`src/rtl/i2s_pkg.sv`:
```
// Shared constants and types for the I2S shift engine: slot/frame geometry and FSM states.
package i2s_pkg;

  localparam int unsigned SLOT_WIDTH = 32;
  localparam int unsigned FRAME_BITS = 2 * SLOT_WIDTH;
  localparam int unsigned F_W        = $clog2(FRAME_BITS);
  localparam int unsigned LEFT_MSB   = FRAME_BITS - 1;

  typedef enum logic {
    IDLE = 1'b0,
    RUN  = 1'b1
  } state_e;

endpackage

```
`src/rtl/i2s_clkgen.sv`:
```
// BCLK/LRCLK generator with frame counter; all state clears while run_i is low.
module i2s_clkgen
  import i2s_pkg::*;
#(
  parameter int unsigned BCLK_DIV = 4
) (
  input  logic           clk,
  input  logic           reset_n,
  input  logic           run_i,
  output logic           bclk_o,
  output logic           lrclk_o,
  output logic           bclk_rise_c_o,
  output logic           bclk_fall_c_o,
  output logic [F_W-1:0] frame_cnt_o
);

  localparam int unsigned DIV_W = $clog2(BCLK_DIV + 1);

  logic [DIV_W-1:0] div_q;
  logic             bclk_q;
  logic             lrclk_q;
  logic [F_W-1:0]   f_q;
  logic [F_W-1:0]   f_next;
  logic             tc;

  // Edge strobes fire in the cycle whose clock edge flips bclk_q.
  assign tc            = (div_q == DIV_W'(BCLK_DIV - 1));
  assign bclk_rise_c_o = run_i & tc & ~bclk_q;
  assign bclk_fall_c_o = run_i & tc & bclk_q;
  assign f_next        = f_q + F_W'(1);

  always_ff @(posedge clk or negedge reset_n) begin
    if (!reset_n) begin
      div_q   <= '0;
      bclk_q  <= 1'b0;
      lrclk_q <= 1'b0;
      f_q     <= '0;
    end else if (!run_i) begin
      div_q   <= '0;
      bclk_q  <= 1'b0;
      lrclk_q <= 1'b0;
      f_q     <= '0;
    end else begin
      div_q <= tc ? '0 : div_q + DIV_W'(1);
      if (tc) begin
        bclk_q <= ~bclk_q;
      end
      if (bclk_fall_c_o) begin
        f_q     <= f_next;
        lrclk_q <= f_next[F_W-1];
      end
    end
  end

  assign bclk_o      = bclk_q;
  assign lrclk_o     = lrclk_q;
  assign frame_cnt_o = f_q;

endmodule

```
`src/rtl/i2s_shift_engine.sv`:
```
// I2S master serializer/deserializer: one 64-bit stereo word per frame to/from the bridge FIFOs,
// handshaked with fixed-width hold-then-release strobes.
module i2s_shift_engine
  import i2s_pkg::*;
#(
  parameter int unsigned BCLK_DIV    = 4,
  parameter int unsigned STROBE_HOLD = 4
) (
  input  logic                  clk,
  input  logic                  reset_n,
  input  logic                  playback_enable,
  input  logic                  capture_enable,
  input  logic [FRAME_BITS-1:0] playback_fifo_data,
  output logic                  playback_fifo_ack,
  output logic [FRAME_BITS-1:0] capture_fifo_data,
  output logic                  capture_fifo_write,
  output logic                  i2s_bclk,
  output logic                  i2s_lrclk,
  output logic                  i2s_dout,
  input  logic                  i2s_din
);

  localparam int unsigned HOLD_W = $clog2(STROBE_HOLD + 1);

  state_e                state_q;
  logic                  run;
  logic                  bclk_rise;
  logic                  bclk_fall;
  logic [F_W-1:0]        frame_cnt;
  logic                  frame_start;
  logic                  word_done;
  logic                  cap_act_q;
  logic                  dout_q;
  logic [FRAME_BITS-1:0] tx_q;
  logic [FRAME_BITS-1:0] rx_q;
  logic [FRAME_BITS-1:0] rx_word;
  logic [FRAME_BITS-1:0] cap_data_q;
  logic                  ack_q;
  logic                  wr_q;
  logic [HOLD_W-1:0]     ack_cnt_q;
  logic [HOLD_W-1:0]     wr_cnt_q;

  assign run = (state_q == RUN);

  i2s_clkgen #(
    .BCLK_DIV(BCLK_DIV)
  ) u_clkgen (
    .clk          (clk),
    .reset_n      (reset_n),
    .run_i        (run),
    .bclk_o       (i2s_bclk),
    .lrclk_o      (i2s_lrclk),
    .bclk_rise_c_o(bclk_rise),
    .bclk_fall_c_o(bclk_fall),
    .frame_cnt_o  (frame_cnt)
  );

  // Frame starts on the fall closing period 0; the RX word closes on the rise inside period 0.
  assign frame_start = bclk_fall && (frame_cnt == '0);
  assign rx_word     = {rx_q[FRAME_BITS-2:0], i2s_din};
  assign word_done   = bclk_rise && (frame_cnt == '0) && cap_act_q;

  always_ff @(posedge clk or negedge reset_n) begin
    if (!reset_n) begin
      state_q   <= IDLE;
      cap_act_q <= 1'b0;
      dout_q    <= 1'b0;
      tx_q      <= '0;
      rx_q      <= '0;
    end else if (state_q == IDLE) begin
      cap_act_q <= 1'b0;
      dout_q    <= 1'b0;
      tx_q      <= '0;
      rx_q      <= '0;
      if (playback_enable || capture_enable) begin
        state_q <= RUN;
      end
    end else begin
      if (bclk_rise) begin
        rx_q <= rx_word;
      end
      if (frame_start) begin
        cap_act_q <= capture_enable;
        if (!playback_enable && !capture_enable) begin
          state_q <= IDLE;
          dout_q  <= 1'b0;
          tx_q    <= '0;
        end else if (playback_enable) begin
          dout_q <= playback_fifo_data[LEFT_MSB];
          tx_q   <= {playback_fifo_data[FRAME_BITS-2:0], 1'b0};
        end else begin
          dout_q <= 1'b0;
          tx_q   <= '0;
        end
      end else if (bclk_fall) begin
        dout_q <= tx_q[FRAME_BITS-1];
        tx_q   <= {tx_q[FRAME_BITS-2:0], 1'b0};
      end
    end
  end

  // Strobes run to completion independently of the FSM so IDLE never truncates them.
  always_ff @(posedge clk or negedge reset_n) begin
    if (!reset_n) begin
      ack_q      <= 1'b0;
      ack_cnt_q  <= '0;
      wr_q       <= 1'b0;
      wr_cnt_q   <= '0;
      cap_data_q <= '0;
    end else begin
      if (run && frame_start && playback_enable) begin
        ack_q     <= 1'b1;
        ack_cnt_q <= HOLD_W'(STROBE_HOLD - 1);
      end else if (ack_q) begin
        if (ack_cnt_q == '0) begin
          ack_q <= 1'b0;
        end else begin
          ack_cnt_q <= ack_cnt_q - HOLD_W'(1);
        end
      end
      if (run && word_done) begin
        wr_q       <= 1'b1;
        wr_cnt_q   <= HOLD_W'(STROBE_HOLD - 1);
        cap_data_q <= rx_word;
      end else if (wr_q) begin
        if (wr_cnt_q == '0) begin
          wr_q <= 1'b0;
        end else begin
          wr_cnt_q <= wr_cnt_q - HOLD_W'(1);
        end
      end
    end
  end

  assign playback_fifo_ack  = ack_q;
  assign capture_fifo_write = wr_q;
  assign capture_fifo_data  = cap_data_q;
  assign i2s_dout           = dout_q;

endmodule

```
`config.mk`:
```
export PLATFORM = sky130hd
export DESIGN_NAME = i2s_shift_engine
export DESIGN_NICKNAME = d
export VERILOG_FILES = /design/src/rtl/i2s_pkg.sv /design/src/rtl/i2s_clkgen.sv /design/src/rtl/i2s_shift_engine.sv
export SDC_FILE = /design/constraint.sdc
export NUM_CORES = 1
export LEC_CHECK = 0
export CORE_MARGIN = 3
export CORE_UTILIZATION = 45
export CTS_CLUSTER_SIZE = 30
export DETAILED_ROUTE_END_ITERATION = 12
export GPL_ROUTABILITY_DRIVEN = 0
export MAX_ROUTING_LAYER = met4
export PLACE_DENSITY = 0.66
export SYNTH_ARGS = -nofsm -noshare
export SYNTH_HDL_FRONTEND = slang
export SYNTH_SLANG_ARGS = --single-unit
```
`constraint.sdc`:
```
create_clock -name clk -period 5.9 [get_ports clk]
set_clock_uncertainty 0.2 [all_clocks]
set_input_delay 0.59 -clock clk [delete_from_list [all_inputs] [get_ports clk]]
set_output_delay 0.59 -clock clk [all_outputs]
set_load 0.01 [all_outputs]
```
==> impl_metrics.xml, run 1 <==
<?xml version="1.0" encoding="UTF-8"?>
<metrics>
  <group name="outcome">
    <metric name="outcome" unit="">finished with violations</metric>
    <metric name="violations_in_the_final_reports" unit="">negative hold slack</metric>
  </group>
  <group name="placement">
    <metric name="port-buffer-count" unit="">137</metric>
    <metric name="dpl.hpwl" unit="mm">11.9</metric>
    <metric name="total_cell_area_at_the_placement_stage" unit="um2">11000</metric>
    <metric name="place_inst" unit="">1273</metric>
    <metric name="place_ws" unit="ns">2.99</metric>
  </group>
  <group name="detailed_routing">
    <metric name="post-route-drc-count" unit="">0</metric>
    <metric name="detailroute.via_count" unit="">7094</metric>
    <metric name="routed_wire_length_per_instance" unit="um">15.4</metric>
    <metric name="ant_nets" unit="">0</metric>
    <metric name="drt-initial-drc-count" unit="">489</metric>
    <metric name="avgViaCountPerCell" unit="">5.40</metric>
    <metric name="drt_pre_antenna_iters" unit="">5</metric>
    <metric name="drt_wl_total" unit="mm">20.2</metric>
  </group>
  <group name="cts">
    <metric name="holdBufCountCts" unit="">0</metric>
    <metric name="cts.path.max_buffers" unit="">3</metric>
    <metric name="clock-sinks" unit="">211</metric>
    <metric name="clock_tree.root_cell" unit="">clkbuf_16</metric>
    <metric name="cts.reportedPaths.clkPinSlew" unit="ns">0.06</metric>
    <metric name="numCtsBuffers" unit="">23</metric>
    <metric name="cts_post_setup_buffers_inserted" unit="">0</metric>
    <metric name="cts_tree" unit="">yes</metric>
    <metric name="cts_max_level" unit="">1</metric>
    <metric name="worst_skew_pair.late_latency" unit="ns">0.49</metric>
    <metric name="post_cts_resized" unit="">0</metric>
  </group>
  <group name="timing">
    <metric name="rsz_0062_raised_after_global_routing" unit="">no</metric>
    <metric name="max-slew-margin-rel" unit="">0.308</metric>
    <metric name="setup_ws" unit="ns">2.97</metric>
    <metric name="finalHoldViolCount" unit="">12</metric>
    <metric name="layout_min_cycle_time" unit="ns">2.93</metric>
    <metric name="finalHoldWorstSlack" unit="ns">-0.0289</metric>
    <metric name="timing_worst_slew_pin_value" unit="ns">1.04</metric>
    <metric name="drv_slew" unit="">0</metric>
    <metric name="max_clock_freq" unit="MHz">342</metric>
    <metric name="layout_worst_path_cycle_share" unit="">0.496</metric>
    <metric name="setup_viol_count_final" unit="">0</metric>
    <metric name="timing.setup.tns" unit="ns">0</metric>
  </group>
  <group name="synth">
    <metric name="post_synth_main_area_contributors" unit="">dfrtp_1, nand2_1, mux2_2</metric>
    <metric name="syn-mean-instance-area" unit="um2">10.1</metric>
    <metric name="ys_async_sr_fraction" unit="">1.00</metric>
    <metric name="mapped_area" unit="um2">9560</metric>
    <metric name="synth-main-ff-cell" unit="">dfrtp_1</metric>
    <metric name="synth.distinct_cells" unit="">41</metric>
    <metric name="netlist_top_cells_count" unit="">dfrtp_1, nand2_1, o21ai_0</metric>
    <metric name="yosysTopAreaCell" unit="">dfrtp_1</metric>
    <metric name="synthesis.instances" unit="">944</metric>
    <metric name="yosysSeqAreaShare" unit="">0.552</metric>
    <metric name="yosys.cell_count.top_type" unit="">dfrtp_1</metric>
    <metric name="yosys_register_bits" unit="">211</metric>
    <metric name="yosys_warnings" unit="">0</metric>
    <metric name="syn_nets" unit="">1020</metric>
    <metric name="synth_largest_type_area_fraction" unit="">0.552</metric>
    <metric name="number_of_synthesized_flops_with_an_enable_pin" unit="">0</metric>
  </group>
  <group name="worst_setup_path">
    <metric name="regToRegStartpoint" unit="">run</metric>
    <metric name="critPathKind" unit="">reg2reg</metric>
    <metric name="timing.reg2reg.setup_slack" unit="ns">2.97</metric>
    <metric name="kind_of_start_point_of_the_critical_path" unit="">flip-flop</metric>
    <metric name="timing.critical_path.to_type" unit="">flip-flop</metric>
    <metric name="crit-reg2reg-capture" unit="">tx_q[52]</metric>
    <metric name="r2r_cells" unit="">4</metric>
    <metric name="arrival" unit="ns">3.13</metric>
    <metric name="cp_data_required_time" unit="ns">6.10</metric>
    <metric name="worstPathMaxFanout" unit="">72</metric>
  </group>
  <group name="power_and_ir_drop">
    <metric name="power.share.switching" unit="">0.343</metric>
    <metric name="internal_power_summed_over_all_cells" unit="mW">3.13</metric>
    <metric name="powerDensity" unit="nW/um2">404</metric>
    <metric name="largest_voltage_drop_on_the_vdd_net" unit="V">0.000330</metric>
    <metric name="power.share.clock" unit="">0.308</metric>
    <metric name="p_sw" unit="mW">1.63</metric>
    <metric name="power.share.combinational" unit="">0.287</metric>
    <metric name="sequentialPowerShare" unit="">0.405</metric>
    <metric name="finalPower" unit="mW">4.76</metric>
    <metric name="power.static_leakage" unit="nW">4.99</metric>
  </group>
  <group name="floorplan">
    <metric name="start_util" unit="">0.465</metric>
    <metric name="std_cell_rows" unit="">52</metric>
    <metric name="design.core.area" unit="um2">20600</metric>
    <metric name="die_h" unit="um">152</metric>
    <metric name="chipWidth" unit="um">152</metric>
    <metric name="fp.dieArea" unit="um2">23000</metric>
    <metric name="boundaryPins" unit="">138</metric>
  </group>
  <group name="global_routing">
    <metric name="initial_antenna_violation_count" unit="">0</metric>
    <metric name="grt_overflow_total" unit="">0</metric>
    <metric name="grt_pass1_vias" unit="">6781</metric>
    <metric name="grt_max_degree" unit="">127</metric>
    <metric name="grt_usage" unit="">0.181</metric>
    <metric name="grt_first_pass_wirelength" unit="mm">33.9</metric>
  </group>
  <group name="final_layout">
    <metric name="finish.instance_area" unit="um2">11800</metric>
    <metric name="final_net_count" unit="">1104</metric>
    <metric name="antenna-diode-count" unit="">0</metric>
    <metric name="post_route_cells_drive_above_1_share" unit="">0.111</metric>
    <metric name="fillerInstances" unit="">1812</metric>
    <metric name="area_growth_syn_to_layout" unit="%">23.3</metric>
    <metric name="layoutNonFillerInstCount" unit="">1314</metric>
    <metric name="finalCoreUtilization" unit="">0.573</metric>
  </group>
  <group name="run">
    <metric name="max_cap_violations" unit="">0</metric>
  </group>
  <group name="hold_path">
    <metric name="timing.hold.worst.class" unit="">in2async</metric>
  </group>
</metrics>
[state kept, by name, indices dropped and copies added, names as in the netlist]
register              cells
ack_cnt_q                 3
cap_act_q                 1
capture_fifo_data        64
capture_fifo_write        1
i2s_dout                  1
playback_fifo_ack         1
run                       1
rx_q                     63
tx_q                     63
u_clkgen.bclk_o           1
u_clkgen.div_q            3
u_clkgen.frame_cnt_o      6
wr_cnt_q                  3
[metal layers]
metal  global-route usage  vias to the layer above  part of all wire
met2                0.265                      187              0.44
met4               0.0350                        0             0.012
met5                    -                        -                 0
met3               0.0277                       22             0.054
met1                0.272                     3427              0.50
li1                     -                     3458                 -
[final cells by class]
cell class / count / area [um2] / share of cell area
inverters: 11 / 41.3 / 0.00350
flip-flops and latches: 211 / 5280 / 0.448
multi-input cells: 635 / 3880 / 0.330
repair buffers: 146 / 1460 / 0.123
well taps: 270 / 338 / 0.0287
clock buffers: 35 / 681 / 0.0577
clock inverters: 6 / 105 / 0.00892
[how the worst max path moves through the flow]
stage	slack, ns	to	cells past startpoint	start
4_1_cts	2.98	tx_q[52]	4	run
5_1_grt	2.75	tx_q[30]	4	run
3_5_place_dp	2.99	tx_q[52]	4	run
2_1_floorplan	3.79	wr_cnt_q[1]	8	u_clkgen.div_q[0]
6_report	2.97	tx_q[52]	4	run
3_3_place_gp	3.06	tx_q[34]	4	run
[placed cells by master (no fill, tap or decap), drive strengths merged, types with 2 or more instances in the layout]
master	n
ha	7
nand4	65
clkinv	3
bufinv	3
clkbuf	36
nand2	194
nor2b	2
mux2	64
inv	11
o21ai	69
buf	9
or3	4
o211ai	63
a21boi	2
nand3	68
clkdlybuf4s50	136
and2	65
mux2i	2
dfrtp	211
and3	2
nor2	5
a21oi	4
[power groups by stage]
stage | Clock, mW | Combinational (mW) | Sequential (mW)
finish | 1.46 | 1.37 | 1.93
global route | 1.56 | 1.53 | 1.97
CTS | 1.51 | 1.37 | 1.92
detailed placement | 0 | 1.38 | 1.95
global placement | 0 | 1.34 | 1.94
floorplan | 0 | 1.01 | 1.90
[worst max-delay path: stages (launching register included)]
cell and delay, ns:
dfrtp_4 0.78, and4b_4 0.88, buf_4 0.61, nand4_1 0.18, o211ai_1 0.14
[kinds of logic (layout without fill, tap and decap cells)]
| kind of cell | count (synthesis) | in the layout | synth area share |
|---|---|---|---|
| AOI/OAI and AO/OA | 147 | 147 | 0.0973 |
| buffers and inverters | 98 | 198 | 0.0432 |
| adders and majority gates | 7 | 7 | 0.00916 |
| xor gates and xnor gates | 1 | 1 | 0.000917 |
| DFF | 211 | 211 | 0.552 |
| muxes | 66 | 66 | 0.0838 |
| and+or+nand+nor | 414 | 414 | 0.213 |
Note: power is estimated with default switching activity, not from simulation.
==> run 2: changes to the inputs <==
--- a/config.mk
+++ b/config.mk
@@ -11,7 +11,7 @@
 export DETAILED_ROUTE_END_ITERATION = 12
 export GPL_ROUTABILITY_DRIVEN = 0
 export MAX_ROUTING_LAYER = met4
-export PLACE_DENSITY = 0.66
+export PLACE_DENSITY = 0.69
 export SYNTH_ARGS = -nofsm -noshare
 export SYNTH_HDL_FRONTEND = slang
 export SYNTH_SLANG_ARGS = --single-unit
==> constraint.sdc (replaced) <==
create_clock -name clk -period 2.65 [get_ports clk]
set_clock_uncertainty 0.2 [all_clocks]
set_input_delay 0.265 -clock clk [delete_from_list [all_inputs] [get_ports clk]]
set_output_delay 0.265 -clock clk [all_outputs]
set_load 0.01 [all_outputs]
==> run 2 against run 1 <==
First-iteration DRC count is 8.0% higher. Cell area rose by 2.0%. Sequential share of layout area down 0.89 points. Critical path type unchanged. Sequential power is 120% higher. Cell count up 1.1%. The run now ends clean.
==> impl_metrics.xml, run 2 (synthesis results as in run 1) <==
<?xml version="1.0" encoding="UTF-8"?>
<metrics>
  <group name="detailed_routing">
    <metric name="detailroute.via_count" unit="">7236</metric>
    <metric name="ant_nets" unit="">0</metric>
    <metric name="avgViaCountPerCell" unit="">5.44</metric>
    <metric name="drt-initial-drc-count" unit="">528</metric>
    <metric name="post-route-drc-count" unit="">0</metric>
    <metric name="drt_pre_antenna_iters" unit="">4</metric>
    <metric name="drt_wl_total" unit="mm">20.7</metric>
    <metric name="routed_wire_length_per_instance" unit="um">15.6</metric>
  </group>
  <group name="timing">
    <metric name="timing.setup.tns" unit="ns">0</metric>
    <metric name="setup_viol_count_final" unit="">0</metric>
    <metric name="rsz_0062_raised_after_global_routing" unit="">no</metric>
    <metric name="layout_min_cycle_time" unit="ns">2.27</metric>
    <metric name="finalHoldViolCount" unit="">0</metric>
    <metric name="max-slew-margin-rel" unit="">0.330</metric>
    <metric name="timing_worst_slew_pin_value" unit="ns">1.00</metric>
    <metric name="drv_slew" unit="">0</metric>
    <metric name="max_clock_freq" unit="MHz">440</metric>
    <metric name="setup_ws" unit="ns">0.379</metric>
    <metric name="layout_worst_path_cycle_share" unit="">0.857</metric>
    <metric name="finalHoldWorstSlack" unit="ns">0.134</metric>
  </group>
  <group name="worst_setup_path">
    <metric name="critPathKind" unit="">reg2reg</metric>
    <metric name="regToRegStartpoint" unit="">u_clkgen.div_q[0]</metric>
    <metric name="cp_data_required_time" unit="ns">2.77</metric>
    <metric name="r2r_cells" unit="">4</metric>
    <metric name="worstPathMaxFanout" unit="">126</metric>
    <metric name="kind_of_start_point_of_the_critical_path" unit="">flip-flop</metric>
    <metric name="timing.critical_path.to_type" unit="">flip-flop</metric>
    <metric name="timing.reg2reg.setup_slack" unit="ns">0.38</metric>
    <metric name="arrival" unit="ns">2.40</metric>
    <metric name="crit-reg2reg-capture" unit="">rx_q[50]</metric>
  </group>
  <group name="cts">
    <metric name="cts.path.max_buffers" unit="">3</metric>
    <metric name="cts_post_setup_buffers_inserted" unit="">0</metric>
    <metric name="worst_skew_pair.late_latency" unit="ns">0.49</metric>
    <metric name="cts_tree" unit="">yes</metric>
    <metric name="cts_max_level" unit="">1</metric>
    <metric name="cts.reportedPaths.clkPinSlew" unit="ns">0.06</metric>
    <metric name="numCtsBuffers" unit="">22</metric>
    <metric name="clock_tree.root_cell" unit="">clkbuf_16</metric>
    <metric name="clock-sinks" unit="">211</metric>
  </group>
  <group name="global_routing">
    <metric name="grt_usage" unit="">0.183</metric>
    <metric name="initial_antenna_violation_count" unit="">0</metric>
    <metric name="grt_pass1_vias" unit="">6861</metric>
    <metric name="grt_overflow_total" unit="">0</metric>
    <metric name="grt_max_degree" unit="">132</metric>
    <metric name="grt_first_pass_wirelength" unit="mm">34.3</metric>
  </group>
  <group name="placement">
    <metric name="port-buffer-count" unit="">137</metric>
    <metric name="place_ws" unit="ns">0.387</metric>
    <metric name="dpl.hpwl" unit="mm">12.8</metric>
  </group>
  <group name="final_layout">
    <metric name="post_route_cells_drive_above_1_share" unit="">0.126</metric>
    <metric name="antenna-diode-count" unit="">0</metric>
    <metric name="area_growth_syn_to_layout" unit="%">25.9</metric>
    <metric name="layout.cells.most_common" unit="">dfrtp_1</metric>
    <metric name="final_net_count" unit="">1119</metric>
    <metric name="largest_register_ff_count" unit="">64</metric>
    <metric name="final_cell_mix" unit="">dfrtp_1, nand2_1, clkdlybuf4s50_1</metric>
  </group>
  <group name="power_and_ir_drop">
    <metric name="powerDensity" unit="nW/um2">909</metric>
    <metric name="finalPower" unit="mW">10.9</metric>
    <metric name="largest_voltage_drop_on_the_vdd_net" unit="V">0.000654</metric>
    <metric name="power.static_leakage" unit="nW">5.11</metric>
  </group>
  <group name="floorplan">
    <metric name="design.core.area" unit="um2">20600</metric>
    <metric name="boundaryPins" unit="">138</metric>
    <metric name="chipWidth" unit="um">152</metric>
    <metric name="std_cell_rows" unit="">52</metric>
    <metric name="start_util" unit="">0.465</metric>
    <metric name="die_h" unit="um">152</metric>
    <metric name="fp.dieArea" unit="um2">23000</metric>
  </group>
  <group name="run">
    <metric name="max_cap_violations" unit="">0</metric>
  </group>
  <group name="hold_path">
    <metric name="timing.hold.worst.class" unit="">in2async</metric>
  </group>
  <group name="outcome">
    <metric name="outcome" unit="">finished clean</metric>
  </group>
</metrics>
==> run 2: how the worst max path moves through the flow <==
stage                                  endpoint  cells past startpoint               from  slack [ns]
final                                  rx_q[50]                      4  u_clkgen.div_q[0]        0.38
after global routing                   rx_q[40]                      4  u_clkgen.div_q[0]        0.13
after CTS                              rx_q[48]                      4  u_clkgen.div_q[0]        0.38
after detailed placement               rx_q[50]                      4  u_clkgen.div_q[0]        0.39
after global placement    capture_fifo_data[41]                      5  u_clkgen.div_q[0]        0.48
after floorplan                     wr_cnt_q[1]                      8  u_clkgen.div_q[0]        0.54
==> run 2: where the power goes <==
part	internal, mW	switching [mW]	total (mW)
logic	1.23	2.07	3.30
clock network	2.11	1.25	3.36
registers	3.86	0.411	4.27
==> run 2: per-layer routing <==
layer  part of all wire  global-route usage  routed length (um)  up-vias
met5                  0                   -                   0        -
met2               0.45               0.276                9300      207
met4             0.0091              0.0296                 188        0
li1                   -                   -                   -     3499
met3              0.058              0.0283                1200       23
met1               0.48               0.268               10000     3507
==> run 2: critical path, cell delays in order (launching register included) <==
cell      delay (ns)
dfrtp_1         0.35
ha_1            0.25
and4bb_4        0.26
buf_4           0.76
o21ai_0         0.24
==> run 2: cell type report <==
| cell class | instances | area, um2 |
|---|---|---|
| clock buffer | 31 | 656 |
| clock inverter | 9 | 148 |
| fill | 1795 | 8530 |
| inverter | 11 | 41.3 |
| multi-input combinational | 635 | 3880 |
| sequential | 211 | 5280 |
| tap | 270 | 338 |
| timing repair buffer | 162 | 1680 |
==> run 2: stage by stage <==
step | cell area (um2) | std cells | util
finish | 12000 | 1329 | 0.585
global route | 12000 | 1329 | 0.585
CTS | 12000 | 1329 | 0.585
detailed placement | 11200 | 1288 | 0.546
global placement | 11200 | 1288 | 0.546
floorplan | 9560 | 944 | -
==> run 2: timing repair <==
item	in CTS	in global routing
gates resized for setup	0	0
hold buffers	1	0
endpoints found under the hold margin	63	0
